$ cat config.mk
export PLATFORM = sky130hd
export DESIGN_NAME = vedic_mult_pipe
export DESIGN_NICKNAME = d
export VERILOG_FILES = /design/src/rtl/vedic_mult_pipe.sv
export SDC_FILE = /design/constraint.sdc
export NUM_CORES = 1
export LEC_CHECK = 0
export BUFFER_PORTS_ARGS = -buffer_cell sky130_fd_sc_hd__buf_2
export CORE_MARGIN = 10
export CORE_UTILIZATION = 47
export DETAILED_ROUTE_END_ITERATION = 8
export GPL_TIMING_DRIVEN = 1
export SETUP_SLACK_MARGIN = 0.5
export SYNTH_ARGS = -nofsm -noshare
export SYNTH_HDL_FRONTEND = slang
export SYNTH_SLANG_ARGS = --single-unit
$ cat constraint.sdc
create_clock -name clk -period 4.7 [get_ports clk]
set_input_delay 0.235 -clock clk [delete_from_list [all_inputs] [get_ports clk]]
set_output_delay 0.235 -clock clk [all_outputs]
set_load 0.02 [all_outputs]
$ cat src/rtl/vedic_mult_pipe.sv
// Pipelined NxN Urdhva-Tiryagbhyam multiplier with a signed mode and a valid/ready handshake.
// vedic_mul is the recursive combinational core; vedic_mult_pipe wraps it in three stall-able stages.
module vedic_mul #(
  parameter int W = 2
) (
  input  logic [W-1:0]   a,
  input  logic [W-1:0]   b,
  output logic [2*W-1:0] p
);

  generate
    if (W == 2) begin : g_leaf
      // 2x2 vertical-and-crosswise cell: the cross term carries into the top column.
      logic c_s;
      assign c_s  = (a[1] & b[0]) & (a[0] & b[1]);
      assign p[0] = a[0] & b[0];
      assign p[1] = (a[1] & b[0]) ^ (a[0] & b[1]);
      assign p[2] = (a[1] & b[1]) ^ c_s;
      assign p[3] = (a[1] & b[1]) & c_s;
    end else begin : g_split
      localparam int H = W / 2;
      logic [W-1:0]   ll_s;
      logic [W-1:0]   lh_s;
      logic [W-1:0]   hl_s;
      logic [W-1:0]   hh_s;
      logic [2*W-1:0] mid_s;

      vedic_mul #(.W(H)) u_ll (.a(a[H-1:0]), .b(b[H-1:0]), .p(ll_s));
      vedic_mul #(.W(H)) u_lh (.a(a[H-1:0]), .b(b[W-1:H]), .p(lh_s));
      vedic_mul #(.W(H)) u_hl (.a(a[W-1:H]), .b(b[H-1:0]), .p(hl_s));
      vedic_mul #(.W(H)) u_hh (.a(a[W-1:H]), .b(b[W-1:H]), .p(hh_s));

      assign mid_s = {{W{1'b0}}, lh_s} + {{W{1'b0}}, hl_s};
      assign p     = {hh_s, ll_s} + (mid_s << H);
    end
  endgenerate

endmodule

module vedic_mult_pipe #(
  parameter int WIDTH = 8,
  parameter int OUT_W = 2 * WIDTH
) (
  input  logic             clk,
  input  logic             rst,
  input  logic             in_valid,
  output logic             in_ready,
  input  logic [WIDTH-1:0] in_a,
  input  logic [WIDTH-1:0] in_b,
  input  logic             in_signed,
  output logic             out_valid,
  input  logic             out_ready,
  output logic [OUT_W-1:0] out_p
);

  localparam int HALF = WIDTH / 2;

  // Magnitude in WIDTH unsigned bits; the most negative value maps onto 2^(WIDTH-1) exactly.
  function automatic logic [WIDTH-1:0] magnitude(input logic [WIDTH-1:0] x, input logic sgn);
    if (sgn && x[WIDTH-1]) begin
      magnitude = ~x + {{(WIDTH-1){1'b0}}, 1'b1};
    end else begin
      magnitude = x;
    end
  endfunction

  logic             adv_s;
  logic             v1_r;
  logic             v2_r;
  logic [WIDTH-1:0] ma_r;
  logic [WIDTH-1:0] mb_r;
  logic             neg1_r;
  logic             neg2_r;
  logic [WIDTH-1:0] ll_s;
  logic [WIDTH-1:0] lh_s;
  logic [WIDTH-1:0] hl_s;
  logic [WIDTH-1:0] hh_s;
  logic [WIDTH-1:0] ll_r;
  logic [WIDTH-1:0] lh_r;
  logic [WIDTH-1:0] hl_r;
  logic [WIDTH-1:0] hh_r;
  logic [OUT_W-1:0] op0_s;
  logic [OUT_W-1:0] op1_s;
  logic [OUT_W-1:0] op2_s;
  logic [OUT_W-1:0] sum_s;
  logic [OUT_W-1:0] maj_s;
  logic [OUT_W-1:0] prod_s;
  logic [OUT_W-1:0] res_s;

  assign adv_s    = ~out_valid | out_ready;
  assign in_ready = adv_s;

  vedic_mul #(.W(HALF)) u_ll (.a(ma_r[HALF-1:0]),     .b(mb_r[HALF-1:0]),     .p(ll_s));
  vedic_mul #(.W(HALF)) u_lh (.a(ma_r[HALF-1:0]),     .b(mb_r[WIDTH-1:HALF]), .p(lh_s));
  vedic_mul #(.W(HALF)) u_hl (.a(ma_r[WIDTH-1:HALF]), .b(mb_r[HALF-1:0]),     .p(hl_s));
  vedic_mul #(.W(HALF)) u_hh (.a(ma_r[WIDTH-1:HALF]), .b(mb_r[WIDTH-1:HALF]), .p(hh_s));

  // LL and HH never overlap, so they share one CSA operand; a 3:2 layer then a CPA suffices.
  always_comb begin
    op0_s  = {hh_r, ll_r};
    op1_s  = {{HALF{1'b0}}, lh_r, {HALF{1'b0}}};
    op2_s  = {{HALF{1'b0}}, hl_r, {HALF{1'b0}}};
    sum_s  = op0_s ^ op1_s ^ op2_s;
    maj_s  = (op0_s & op1_s) | (op0_s & op2_s) | (op1_s & op2_s);
    prod_s = sum_s + {maj_s[OUT_W-2:0], 1'b0};
    if (neg2_r) begin
      res_s = ~prod_s + {{(OUT_W-1){1'b0}}, 1'b1};
    end else begin
      res_s = prod_s;
    end
  end

  // All three stages advance together on adv_s and hold otherwise.
  always_ff @(posedge clk or posedge rst) begin
    if (rst) begin
      v1_r      <= 1'b0;
      ma_r      <= {WIDTH{1'b0}};
      mb_r      <= {WIDTH{1'b0}};
      neg1_r    <= 1'b0;
      v2_r      <= 1'b0;
      ll_r      <= {WIDTH{1'b0}};
      lh_r      <= {WIDTH{1'b0}};
      hl_r      <= {WIDTH{1'b0}};
      hh_r      <= {WIDTH{1'b0}};
      neg2_r    <= 1'b0;
      out_valid <= 1'b0;
      out_p     <= {OUT_W{1'b0}};
    end else if (adv_s) begin
      v1_r      <= in_valid & in_ready;
      ma_r      <= magnitude(in_a, in_signed);
      mb_r      <= magnitude(in_b, in_signed);
      neg1_r    <= in_signed & (in_a[WIDTH-1] ^ in_b[WIDTH-1]);
      v2_r      <= v1_r;
      ll_r      <= ll_s;
      lh_r      <= lh_s;
      hl_r      <= hl_s;
      hh_r      <= hh_s;
      neg2_r    <= neg1_r;
      out_valid <= v2_r;
      out_p     <= res_s;
    end
  end

endmodule

==> impl_metrics.toml <==
[hold_path]
hp-class = "in -> async"

[clocking]
cts_resized = 0
clockRootBuffer = "clkbuf_16"
clock_latency_ns = 0.33
cts_htree_levels = 3
clk_pin_slew_ns = 0.05
cts-hold-fix-buffers = 0
cts-buffers-inserted = 9
clk_path_buf_depth = 2
cts_tree = "done"
cts_sinks = 69
postCtsSetupBuffers = 0

[routing]
vias_per_cell = 5.355
drt-total-wl_um = 11960
drt_first_pass_iters = 4
drtIter0Drc = 260
post_drt_wl_per_cell_um = 15.12
route.detailed.drc = 0
via_count = 4236
ant_nets = 0

[sta]
setup-violations-final = 0
grt_setup_unrepaired = "no"
maxSlewHeadroom_pct = 44.86
worst_pin_slew_ns = 0.8259
max_freq_mhz = 301.7
finalHoldViolations = 0
slew_viol_final = 0
setup_ws_ns = 1.385
fin_crit_ns = 3.315
final.setup.tns_ns = 0
clock-skew-final_ns = 0.01177
post-route-period-util_pct = 70.52

[yosys]
ys_seq_area_share_pct = 30.87
synth-seq-cells = 69
yosysWarnings = 0
synth_nets = 730
synth.area.top_cells = "dfrtp_1 31%, ha_1 18%, and2_1 7.0%"
yosysUniqueCellTypes = 44
synth-async-reset-ratio_pct = 100.0
syn-cell-area_um2 = 5594
netlist.area_leader.share_pct = 30.87
synth.largest_area_cell = "dfrtp_1"
avgSynthCellArea_um2 = 9.126
synth_edf_count = 0
synthCells = 613
yosys_most_used_dff = "dfrtp_1"

[layout]
stdcell_count = 791
n_antenna_cell = 0
mostFrequentLayoutCells = "102 x nand2_1, 79 x ha_1, 69 x dfrtp_1, 63 x and2_1"
area.sequential_um2 = 1727
multi_input_area_um2 = 3751
nets = 762
drive_above_1_share_pct = 10.80
nFillCells = 1051
final_common_cell = "nand2_1"
syn2layout_area_growth_pct = 11.38

[setup_path]
worstSetupStartpointType = "flop"
path_class = "reg -> reg"
critPathCaptureType = "flop"
required_ns = 4.91
crit_path_end = "out_p[12]"
reg2reg_depth = 9
r2r_end = "out_p[12]"
regToRegSetupSlack_ns = 1.39
cp.arrival_ns = 3.52
critPathLaunch = "ll_r[5]"
path_max_fanout = 3
worstReg2RegStart = "ll_r[5]"

[floorplanning]
initial_core_util_pct = 48.58
core_um2 = 11520
num_rows = 39
die_y_um = 129.1
io_pins = 39
die_w_um = 129.1
die_area_um2 = 16670

[global_route]
grt_pass1_vias = 4364
grt_pass1_wl_um = 20910
antenna_found_initial = 0
grt_use_total_pct = 15.37
grt-ovfl-total = 0
grt_start_max_net_pins = 53

[place]
hpwl_um = 9249
gp_congestion = 0.8290
numPortBuffers = 38
place_ws_ns = 1.431
place_inst = 777

[power_and_ir_drop]
p_per_area_nw_per_um2 = 699.4
total_power_mw = 4.358
ir_drop_mv = 0.2808
p_leak_nw = 3.241

[run_status]
outcome = "finished clean"

[run]
maxCapViolCount = 0
cells by family after synthesis:
kind of cell / Yosys count / share of synthesized area [%]
multiplexers: 4 / 0.7381
AND/OR/NAND/NOR: 239 / 21.20
flip-flops: 69 / 30.87
XOR/XNOR: 53 / 8.298
buffers and inverters: 33 / 2.214
adder cells (fa/ha/maj): 96 / 23.75
AO/OA/AOI/OAI: 119 / 12.93
registers in the layout, indices dropped and copies added (netlist names):
register	cells
hh_r	8
hl_r	8
lh_r	8
ll_r	8
ma_r	8
mb_r	8
neg1_r	1
neg2_r	1
out_p	16
out_valid	1
v1_r	1
v2_r	1
layout make-up:
type | instances | share of cell area (%)
flip-flops and latches | 69 | 27.71
inverters | 13 | 0.7831
clock inverters | 4 | 1.185
clock buffers | 10 | 3.835
well taps | 143 | 2.871
multi-input cells | 511 | 60.20
repair buffers | 41 | 3.414
power breakdown:
| part | internal (mW) | leakage, nW | total [mW] | switching (mW) |
|---|---|---|---|---|
| Clock | 0.473 | 0.154 | 0.725 | 0.252 |
| Combinational | 1.09 | 2.23 | 2.55 | 1.45 |
| Sequential | 0.840 | 0.856 | 1.09 | 0.245 |
| Total | 2.41 | 3.24 | 4.36 | 1.95 |
critical path: stages, from the launching register on:
cell and delay (ns):
dfrtp_1 0.40, fa_1 0.55, ha_1 0.20, fa_1 0.46
or2_2 0.31, or4_1 0.43, nor3b_1 0.33, a21oi_1 0.13
xnor2_1 0.13, mux2_2 0.26
through the flow:
stage / hold slack, ns / utilization [%] / area (µm²)
finish: 0.07217 / 54.11 / 6231
CTS: 0.1122 / 54.11 / 6231
global placement: 0.4407 / 51.39 / 5918
floorplan: 0.3475 / - / 5594
detailed placement: 0.4560 / 51.39 / 5918
global route: 0.1422 / 54.11 / 6231
cells in the mapped netlist, types with 13 or more instances:
library cell	number
xnor2_1	25
clkbuf_1	17
dfrtp_1	69
and2_1	63
a21oi_1	31
ha_1	79
fa_1	17
a21o_1	21
xor2_1	28
nand2_1	102
nand3_1	16
inv_1	13
nor2_1	24
o21ai_0	38
metal layers:
metal  wire length [µm]  vias to the layer above  GRT usage, %
met3                245                       10         3.018
met2               5796                       44         26.27
met1               5804                     2011         19.45
met5                  0                        -             0
li1                   -                     2171             -
met4                110                        0         4.147
how the worst min path moves through the flow:
stage / start / end / slack (ns) / cells past startpoint
floorplan: in_valid / v1_r / 0.35 / 2
global placement: v2_r / v2_r / 0.44 / 2
detailed placement: v2_r / v2_r / 0.46 / 2
CTS: rst / hl_r[3] / 0.11 / 2
global route: rst / out_p[14] / 0.14 / 2
finish: rst / out_p[14] / 0.07 / 2
(Power assumes the default switching activity.)
